`src/rtl/petris_pkg.sv`:
```
// ============================================================================
// Module      : petris_pkg
// Description : Shared playfield geometry defaults, action bit positions and
//               the frame sequencer state encoding.
// Revision    : 1.0 - initial release
// ============================================================================
`default_nettype none

package petris_pkg;

  localparam int DEF_COLS = 10;
  localparam int DEF_ROWS = 20;
  localparam int DEF_CW   = 3;

  localparam int ACT_RIGHT  = 0;
  localparam int ACT_LEFT   = 1;
  localparam int ACT_ROTATE = 2;

  typedef enum logic [1:0] {
    ST_CLEAR = 2'd0,
    ST_IDLE  = 2'd1,
    ST_COPY  = 2'd2
  } seq_state_t;

endpackage

`default_nettype wire

```
`src/rtl/playfield_frame_sequencer_if.sv`:
```
// ============================================================================
// Module      : playfield_frame_sequencer_if
// Description : Back-buffer write bus and front-buffer read bus between the
//               tetrimino writer / VGA reader (master) and the sequencer.
// Revision    : 1.0 - initial release
// ============================================================================
`default_nettype none

interface playfield_frame_sequencer_if
  import petris_pkg::*;
#(
  parameter int COLS = DEF_COLS,
  parameter int ROWS = DEF_ROWS,
  parameter int CW   = DEF_CW
);
  localparam int COL_W = $clog2(COLS);
  localparam int ROW_W = $clog2(ROWS);

  logic             wr_en;
  logic [COL_W-1:0] wr_col;
  logic [ROW_W-1:0] wr_row;
  logic [CW-1:0]    wr_data;
  logic             wr_ready;
  logic             commit;
  logic [COL_W-1:0] rd_col;
  logic [ROW_W-1:0] rd_row;
  logic [CW-1:0]    rd_pixel;

  modport master (
    output wr_en, wr_col, wr_row, wr_data, commit, rd_col, rd_row,
    input  wr_ready, rd_pixel
  );

  modport slave (
    input  wr_en, wr_col, wr_row, wr_data, commit, rd_col, rd_row,
    output wr_ready, rd_pixel
  );

endinterface

`default_nettype wire

```
`src/rtl/playfield_bank_ram.sv`:
```
// ============================================================================
// Module      : playfield_bank_ram
// Description : Two playfield banks with one write port and two synchronous
//               read ports (VGA read, copy read).
// Revision    : 1.0 - initial release
// ============================================================================
`default_nettype none

module playfield_bank_ram #(
  parameter  int CELLS = 200,
  parameter  int CW    = 3,
  localparam int IW    = $clog2(CELLS)
) (
  input  wire logic          clock,
  input  wire logic          reset,
  input  wire logic          i_wr_en,
  input  wire logic          i_wr_both,
  input  wire logic          i_wr_bank,
  input  wire logic [IW-1:0] i_wr_idx,
  input  wire logic [CW-1:0] i_wr_data,
  input  wire logic          i_vga_bank,
  input  wire logic [IW-1:0] i_vga_idx,
  input  wire logic          i_vga_ok,
  output logic      [CW-1:0] o_vga_q,
  input  wire logic          i_cp_bank,
  input  wire logic [IW-1:0] i_cp_idx,
  output logic      [CW-1:0] o_cp_q
);

  logic [CW-1:0] r_bank0 [CELLS];
  logic [CW-1:0] r_bank1 [CELLS];
  logic          w_cp_hit;

  always_ff @(posedge clock) begin
    if (i_wr_en && (i_wr_both || !i_wr_bank)) r_bank0[i_wr_idx] <= i_wr_data;
    if (i_wr_en && (i_wr_both ||  i_wr_bank)) r_bank1[i_wr_idx] <= i_wr_data;
  end

  // The copy port is pre-read on the swap edge, when that same cell may be written.
  assign w_cp_hit = i_wr_en && (i_wr_both || (i_wr_bank == i_cp_bank)) &&
                    (i_wr_idx == i_cp_idx);

  always_ff @(posedge clock) begin
    if (reset) begin
      o_vga_q <= '0;
      o_cp_q  <= '0;
    end else begin
      if (!i_vga_ok)      o_vga_q <= '0;
      else if (i_vga_bank) o_vga_q <= r_bank1[i_vga_idx];
      else                 o_vga_q <= r_bank0[i_vga_idx];

      if (w_cp_hit)       o_cp_q <= i_wr_data;
      else if (i_cp_bank) o_cp_q <= r_bank1[i_cp_idx];
      else                o_cp_q <= r_bank0[i_cp_idx];
    end
  end

endmodule

`default_nettype wire

```
`src/rtl/playfield_frame_sequencer.sv`:
```
// ============================================================================
// Module      : playfield_frame_sequencer
// Description : Double-buffered playfield with vsync swap, frame counter,
//               per-frame action pulses and divided gravity tick.
// Revision    : 1.0 - initial release
// ============================================================================
`default_nettype none

module playfield_frame_sequencer
  import petris_pkg::*;
#(
  parameter int COLS     = DEF_COLS,
  parameter int ROWS     = DEF_ROWS,
  parameter int CW       = DEF_CW,
  parameter int ACTIONS  = 3,
  parameter int FCW      = 11,
  parameter int TICK_DIV = 30
) (
  input  wire logic               clock,
  input  wire logic               reset,
  input  wire logic               vsync,
  input  wire logic [ACTIONS-1:0] actions,
  playfield_frame_sequencer_if.slave bus,
  output logic                    frame_start,
  output logic      [FCW-1:0]     frame_count,
  output logic      [ACTIONS-1:0] action_pulse,
  output logic                    gravity_tick,
  output logic                    swapped
);

  localparam int CELLS = COLS * ROWS;
  localparam int IW    = $clog2(CELLS);
  localparam int COL_W = $clog2(COLS);
  localparam int ROW_W = $clog2(ROWS);
  localparam int GW    = (TICK_DIV > 1) ? $clog2(TICK_DIV) : 1;

  localparam logic [IW-1:0]    C_LAST      = IW'(CELLS - 1);
  localparam logic [COL_W-1:0] C_COL_MAX   = COL_W'(COLS - 1);
  localparam logic [ROW_W-1:0] C_ROW_MAX   = ROW_W'(ROWS - 1);
  localparam logic [GW-1:0]    C_TICK_LAST = GW'(TICK_DIV - 1);

  seq_state_t         r_state, w_state_next;
  logic [IW-1:0]      r_idx, w_idx_next;
  logic               r_front_sel;
  logic               r_vsync_q;
  logic               r_commit_pend;
  logic [ACTIONS-1:0] r_acc;
  logic [GW-1:0]      r_grav_cnt;
  logic [FCW-1:0]     r_frame_count;
  logic               r_frame_start, r_swapped, r_gravity_tick;
  logic [ACTIONS-1:0] r_action_pulse;

  logic               w_edge, w_swap, w_wr_ok, w_rd_ok;
  logic [IW-1:0]      w_wr_idx, w_rd_idx;
  logic               w_ram_we, w_ram_both, w_ram_bank;
  logic [IW-1:0]      w_ram_idx, w_cp_idx;
  logic [CW-1:0]      w_ram_data, w_cp_q;
  logic               w_cp_bank;

  assign w_edge   = vsync && !r_vsync_q;
  assign w_swap   = w_edge && r_commit_pend && (r_state == ST_IDLE);
  assign w_wr_ok  = (bus.wr_col <= C_COL_MAX) && (bus.wr_row <= C_ROW_MAX);
  assign w_rd_ok  = (bus.rd_col <= C_COL_MAX) && (bus.rd_row <= C_ROW_MAX);
  assign w_wr_idx = IW'(int'(bus.wr_row) * COLS + int'(bus.wr_col));
  assign w_rd_idx = IW'(int'(bus.rd_row) * COLS + int'(bus.rd_col));

  assign bus.wr_ready = (r_state == ST_IDLE);

  always_ff @(posedge clock) begin
    if (reset) begin
      r_state <= ST_CLEAR;
      r_idx   <= '0;
    end else begin
      r_state <= w_state_next;
      r_idx   <= w_idx_next;
    end
  end

  // The copy read runs one cell ahead of the copy write; cell 0 is fetched
  // from the future front bank during the swap cycle itself.
  always_comb begin
    w_state_next = r_state;
    w_idx_next   = r_idx;
    w_ram_we     = 1'b0;
    w_ram_both   = 1'b0;
    w_ram_bank   = !r_front_sel;
    w_ram_idx    = w_wr_idx;
    w_ram_data   = bus.wr_data;
    w_cp_bank    = !r_front_sel;
    w_cp_idx     = '0;
    case (r_state)
      ST_CLEAR: begin
        w_ram_we   = 1'b1;
        w_ram_both = 1'b1;
        w_ram_idx  = r_idx;
        w_ram_data = '0;
        if (r_idx == C_LAST) begin
          w_idx_next   = '0;
          w_state_next = ST_IDLE;
        end else begin
          w_idx_next = r_idx + 1'b1;
        end
      end
      ST_IDLE: begin
        w_ram_we   = bus.wr_en && w_wr_ok;
        w_idx_next = '0;
        if (w_swap) w_state_next = ST_COPY;
      end
      ST_COPY: begin
        w_ram_we   = 1'b1;
        w_ram_idx  = r_idx;
        w_ram_data = w_cp_q;
        w_cp_bank  = r_front_sel;
        if (r_idx == C_LAST) begin
          w_idx_next   = '0;
          w_state_next = ST_IDLE;
        end else begin
          w_cp_idx   = r_idx + 1'b1;
          w_idx_next = r_idx + 1'b1;
        end
      end
      default: w_state_next = ST_CLEAR;
    endcase
  end

  always_ff @(posedge clock) begin
    if (reset) begin
      r_vsync_q      <= 1'b1;
      r_front_sel    <= 1'b0;
      r_commit_pend  <= 1'b0;
      r_acc          <= '0;
      r_grav_cnt     <= '0;
      r_frame_count  <= '0;
      r_frame_start  <= 1'b0;
      r_swapped      <= 1'b0;
      r_gravity_tick <= 1'b0;
      r_action_pulse <= '0;
    end else begin
      r_vsync_q      <= vsync;
      r_frame_start  <= w_edge;
      r_swapped      <= w_swap;
      r_gravity_tick <= 1'b0;
      if (w_swap) begin
        r_front_sel   <= !r_front_sel;
        r_commit_pend <= bus.commit;
      end else if (bus.commit) begin
        r_commit_pend <= 1'b1;
      end
      if (w_edge) begin
        r_frame_count  <= r_frame_count + 1'b1;
        r_action_pulse <= r_acc | actions;
        r_acc          <= '0;
        if (r_grav_cnt == C_TICK_LAST) begin
          r_grav_cnt     <= '0;
          r_gravity_tick <= 1'b1;
        end else begin
          r_grav_cnt <= r_grav_cnt + 1'b1;
        end
      end else begin
        r_acc <= r_acc | actions;
      end
    end
  end

  assign frame_start  = r_frame_start;
  assign frame_count  = r_frame_count;
  assign action_pulse = r_action_pulse;
  assign gravity_tick = r_gravity_tick;
  assign swapped      = r_swapped;

  playfield_bank_ram #(
    .CELLS (CELLS),
    .CW    (CW)
  ) u_bank_ram (
    .clock      (clock),
    .reset      (reset),
    .i_wr_en    (w_ram_we),
    .i_wr_both  (w_ram_both),
    .i_wr_bank  (w_ram_bank),
    .i_wr_idx   (w_ram_idx),
    .i_wr_data  (w_ram_data),
    .i_vga_bank (r_front_sel),
    .i_vga_idx  (w_rd_idx),
    .i_vga_ok   (w_rd_ok),
    .o_vga_q    (bus.rd_pixel),
    .i_cp_bank  (w_cp_bank),
    .i_cp_idx   (w_cp_idx),
    .o_cp_q     (w_cp_q)
  );

endmodule

`default_nettype wire

```
`src/flat_wrapper.sv`:
```
// flat-port wrapper written by rule: the top's interface ports become plain ports
module playfield_frame_sequencer_flat import petris_pkg::*;
#(
  parameter int COLS     = DEF_COLS,
  parameter int ROWS     = DEF_ROWS,
  parameter int CW       = DEF_CW,
  parameter int ACTIONS  = 3,
  parameter int FCW      = 11,
  parameter int TICK_DIV = 30
)
  (clock, reset, vsync, actions, frame_start, frame_count, action_pulse, gravity_tick, swapped, bus_wr_en, bus_wr_col, bus_wr_row, bus_wr_data, bus_commit, bus_rd_col, bus_rd_row, bus_wr_ready, bus_rd_pixel);
  playfield_frame_sequencer_if #(.COLS(COLS), .ROWS(ROWS), .CW(CW)) bus_i ();
  input  wire logic clock;
  input  wire logic reset;
  input  wire logic vsync;
  input  wire logic [ACTIONS-1:0] actions;
  output logic frame_start;
  output logic      [FCW-1:0] frame_count;
  output logic      [ACTIONS-1:0] action_pulse;
  output logic gravity_tick;
  output logic swapped;
  input wire logic [$bits(bus_i.wr_en)-1:0] bus_wr_en;
  input wire logic [$bits(bus_i.wr_col)-1:0] bus_wr_col;
  input wire logic [$bits(bus_i.wr_row)-1:0] bus_wr_row;
  input wire logic [$bits(bus_i.wr_data)-1:0] bus_wr_data;
  input wire logic [$bits(bus_i.commit)-1:0] bus_commit;
  input wire logic [$bits(bus_i.rd_col)-1:0] bus_rd_col;
  input wire logic [$bits(bus_i.rd_row)-1:0] bus_rd_row;
  output wire logic [$bits(bus_i.wr_ready)-1:0] bus_wr_ready;
  output wire logic [$bits(bus_i.rd_pixel)-1:0] bus_rd_pixel;
  assign bus_i.wr_en = bus_wr_en;
  assign bus_i.wr_col = bus_wr_col;
  assign bus_i.wr_row = bus_wr_row;
  assign bus_i.wr_data = bus_wr_data;
  assign bus_i.commit = bus_commit;
  assign bus_i.rd_col = bus_rd_col;
  assign bus_i.rd_row = bus_rd_row;
  assign bus_wr_ready = bus_i.wr_ready;
  assign bus_rd_pixel = bus_i.rd_pixel;
  playfield_frame_sequencer #(.COLS(COLS), .ROWS(ROWS), .CW(CW), .ACTIONS(ACTIONS), .FCW(FCW), .TICK_DIV(TICK_DIV)) u_core (.clock(clock), .reset(reset), .vsync(vsync), .actions(actions), .bus(bus_i), .frame_start(frame_start), .frame_count(frame_count), .action_pulse(action_pulse), .gravity_tick(gravity_tick), .swapped(swapped));
endmodule
```
`config.mk`:
```
export PLATFORM = sky130hd
export DESIGN_NAME = playfield_frame_sequencer_flat
export DESIGN_NICKNAME = d
export VERILOG_FILES = /design/src/rtl/petris_pkg.sv /design/src/rtl/playfield_frame_sequencer_if.sv /design/src/rtl/playfield_bank_ram.sv /design/src/rtl/playfield_frame_sequencer.sv /design/src/flat_wrapper.sv
export SDC_FILE = /design/constraint.sdc
export NUM_CORES = 2
export LEC_CHECK = 0
export BUFFER_PORTS_ARGS = -buffer_cell sky130_fd_sc_hd__buf_2
export CAP_MARGIN = 20
export CELL_PAD_IN_SITES_DETAIL_PLACEMENT = 2
export CELL_PAD_IN_SITES_GLOBAL_PLACEMENT = 2
export CORE_ASPECT_RATIO = 1.4
export CORE_MARGIN = 5
export CORE_UTILIZATION = 29
export DETAILED_ROUTE_END_ITERATION = 12
export HOLD_SLACK_MARGIN = 0.06
export PLACE_DENSITY = 0.54
export SYNTH_ARGS = -nofsm -noshare
export SYNTH_HDL_FRONTEND = slang
export SYNTH_SLANG_ARGS = --single-unit
```
`constraint.sdc`:
```
create_clock -name clock -period 8.75 [get_ports clock]
set_clock_uncertainty 0.1 [all_clocks]
set_input_delay 2.625 -clock clock [delete_from_list [all_inputs] [get_ports clock]]
set_output_delay 2.625 -clock clock [all_outputs]
set_load 0.01 [all_outputs]
```
==> results.tsv <==
stage	metric	value	unit
synth	syn_nets	4420	
worst_setup_path	Critical Path Source Type	register	
power	cell area power density	199.6	nW/µm²
power	P_sw	3.464	mW
global_routing	grt total ovfl	0	
clock_tree	clock tree from TritonCTS	built	
place	gpl congestion	0.8406	
place	Placed Area	65620	µm²
clock_tree	worst skew pair latency	0.81	ns
synth	average size of a mapped cell	14.03	µm²
synth	Post-Syn Area	61230	µm²
worst_hold_path	hold_sp	u_core.action_pulse[0]	
clock_tree	# resized after CTS	0	
sta	max_slew headroom	18.01	%
routing	Antenna Nets Post-Route	0	
floorplan	Initial Util	29.14	%
routing	drt pass-1 iters	5	
clock_tree	Hold Buf Count CTS	0	
global_routing	largest net degree at the start of global routing	188	
synth	yosys warns	0	
synth	Yosys reg bits	1244	
synth	Post-synth EDFFs	1200	
clock_tree	CTS clk-pin slew, worst paths	0.07	ns
sta	actual slew at the worst max-slew pin	1.226	ns
clock_tree	CTS max path bufs	4	
clock_tree	CTS root buffer	clkbuf_16	
floorplan	full die area	220600	µm²
synth	Distinct cells, synth	88	
global_routing	antenna violations before repair	19	
routing	routed vias	43813	
global_routing	number of global-route vias before repair	46862	
power	power share of the combinational group	10.4	%
synth	Synth area leaders	edfxtp_1 59%, mux4_2 15%, nand2_1 3.1%, nor2_1 3.0%, mux2i_1 1.8%	
outcome	outcome	finished clean	
final_layout	Area growth, synth to finish	14.69	%
sta	endpoints failing hold	0	
worst_setup_path	Crit-path slowest cell	o21ai_4	
routing	DRC viols	0	
worst_setup_path	Setup crit end kind	register	
synth	asr flop ratio synth	0	%
floorplan	FP Rows	199	
final_layout	most frequent cells in the layout	1200 x edfxtp_1, 486 x nor2_1, 486 x nand2_1	
final_layout	commonest non-fill, non-tap cell in the layout	edfxtp_1	
final_layout	multi-input logic area	23040	µm²
sta	f_max	0.1548	GHz
worst_setup_path	r2r startpoint	u_core.r_idx[0]	
worst_setup_path	CP Data Arrival Time	6.99	ns
run	maxcap violations	0	
sta	endpoints failing setup	0	
synth	Synth area leader	edfxtp_1	
clock_tree	H-tree depth	4	
worst_setup_path	worst-path fanout max	37	
worst_setup_path	Worst setup startpoint	u_core.r_idx[0]	
clock_tree	Post-CTS Setup Bufs	0	
routing	Post-Route WL	291200	µm
final_layout	Register Area	36920	µm²
global_routing	GR Util All Layers	25.85	%
final_layout	share of cells above drive strength 1	21.72	%
worst_setup_path	Req. time, crit path	9.28	ns
clock_tree	clock buffer count from CTS	143	
power	Int Pwr	10.56	mW
final_layout	Final nets	4432	
sta	Final Cycle Share	73.82	%
sta	Final Slew Violations	0	
final_layout	fillers	21521	
worst_hold_path	Worst Hold Class	register to register	
synth	Seq/Total Area, Yosys	60.29	%
global_routing	first-pass GRT wire length	399400	µm
synth	Main synth FF type	edfxtp_1	
power	sequential group share of total power	46.1	%
place	PortBufs	49	
routing	First DRT Iteration DRCs	4295	
routing	Vias/cell	6.003	
routing	wire per inst	39.90	µm
floorplan	Ports	50	
clock_tree	clock net sink count	1244	
worst_setup_path	CP peak stage delay	0.95	ns
floorplan	core area	210100	µm²
floorplan	die width	398.4	µm
power	clock share of power	43.5	%
place	Post-DP HPWL	186000	µm
synth	top cell type's share of synthesized area	58.85	%
power	switch share	24.71	%
floorplan	Die Y	553.7	µm
sta	post-route minimum period	6.459	ns
sta	TNS Setup	0	ns
worst_setup_path	Crit Path Category	register to register	
power	maximum vdd drop	105.0	µV
power	Pleak	22.74	nW
worst_setup_path	CP cell instances	ha_2, nand4bb_2, o21ai_4, a21oi_1, buf_4, nor2_1, o21ai_0, nand4b_1, a31oi_1, a311oi_1	
synth	Cells after Synth	4365	
sta	RSZ-0062 raised after global routing	false	
final_layout	cell area after layout	70230	µm²
==> routing by layer <==
metal	up-vias	wire length, µm	GRT usage, %
li1	17461	-	-
met1	23977	111800	31.31
met2	1776	146500	45.14
met3	589	15500	3.398
met4	10	17300	12.96
met5	-	62	0
==> final timing paths <==
kind	slack, ns	depth (start not counted)	endpoint
worst max-delay path	2.29	10	u_core.u_bank_ram.o_cp_q[0]
worst min-delay path	0.40	2	u_core.action_pulse[0]
worst max register to register	2.29	10	u_core.u_bank_ram.o_cp_q[0]
worst min register to register	0.40	2	u_core.action_pulse[0]
==> worst max-delay path: cells and delay by family (launching register included) <==
| family | cells | cell delay, ns |
|---|---|---|
| fa+ha+maj | 1 | 0.47 |
| flops | 1 | 0.78 |
| compound gates | 5 | 2.66 |
| buf+inv | 1 | 0.37 |
| simple gates | 3 | 1.88 |
==> synthesized netlist by cell type, types with 8 or more instances <==
library cell,count
a2111oi_0,9
a211o_1,17
a211oi_1,78
a21o_1,8
a21oi_1,166
a221oi_1,14
a22o_1,11
a22oi_1,28
a311oi_1,14
a31oi_1,61
a32oi_1,11
and3_1,42
buf_1,46
buf_2,118
buf_4,19
clkbuf_1,188
dfxtp_1,44
edfxtp_1,1200
ha_1,22
inv_1,23
mux2_2,24
mux2i_1,108
mux4_2,420
nand2_1,505
nand3_1,105
nand4_1,23
nor2_1,497
nor2b_1,10
nor3_1,65
nor4_1,23
o2111ai_1,18
o211ai_1,40
o21ai_0,75
o221ai_1,77
o22ai_1,80
o2bb2ai_1,9
or3_1,16
xnor2_1,21
xor2_1,11
==> cell families after synthesis <==
logic type                 synth area share [%]
DFF                                       60.29
buffers and inverters                     2.806
AOI/OAI and AO/OA                         8.907
muxes                                     17.65
and+or+nand+nor                           9.269
xor gates and xnor gates                 0.4965
adders and majority gates                0.5803
==> power by group through the flow <==
stage	combinational, mW	sequential [mW]	clock (mW)
floorplan	0.806	6.58	0
global placement	1.44	6.60	0
detailed placement	1.45	6.60	0
CTS	1.45	6.47	6.20
global route	1.48	6.47	6.45
finish	1.46	6.47	6.10
==> through the flow <==
| step | instances | total power [mW] | hold WS [ns] | util (%) | setup WS [ns] |
|---|---|---|---|---|---|
| 2_1_floorplan | 4365 | 7.386 | 0.3713 | - | 2.557 |
| 3_3_place_gp | 7044 | 8.039 | 0.3781 | 31.21 | 1.647 |
| 3_5_place_dp | 7046 | 8.045 | 0.3981 | 31.23 | 1.488 |
| 4_1_cts | 7293 | 14.12 | 0.4072 | 33.41 | 2.326 |
| 5_1_grt | 7294 | 14.39 | 0.4358 | 33.41 | 2.181 |
| 6_report | 7299 | 14.02 | 0.3965 | 33.42 | 2.291 |
==> sequential cells by signal, summed over array words and instances, names as in the netlist, 3 cells and up <==
name                       flops
u_core.u_bank_ram.o_vga_q      3
u_core.r_grav_cnt              5
u_core.frame_count            11
u_core.action_pulse            3
u_core.u_bank_ram.o_cp_q       3
u_core.r_idx                   8
u_core.r_acc                   3
u_core.u_bank_ram.r_bank0    600
u_core.u_bank_ram.r_bank1    600
==> layout make-up <==
type	instances	area share, %
repair buffers	240	2.909
well taps	2814	5.014
flip-flops and latches	1244	52.57
clock inverters	75	1.096
inverters	24	0.1283
multi-input cells	2724	32.81
clock buffers	172	5.443
diodes	6	0.02138
Power figures use the tool's default switching activity.
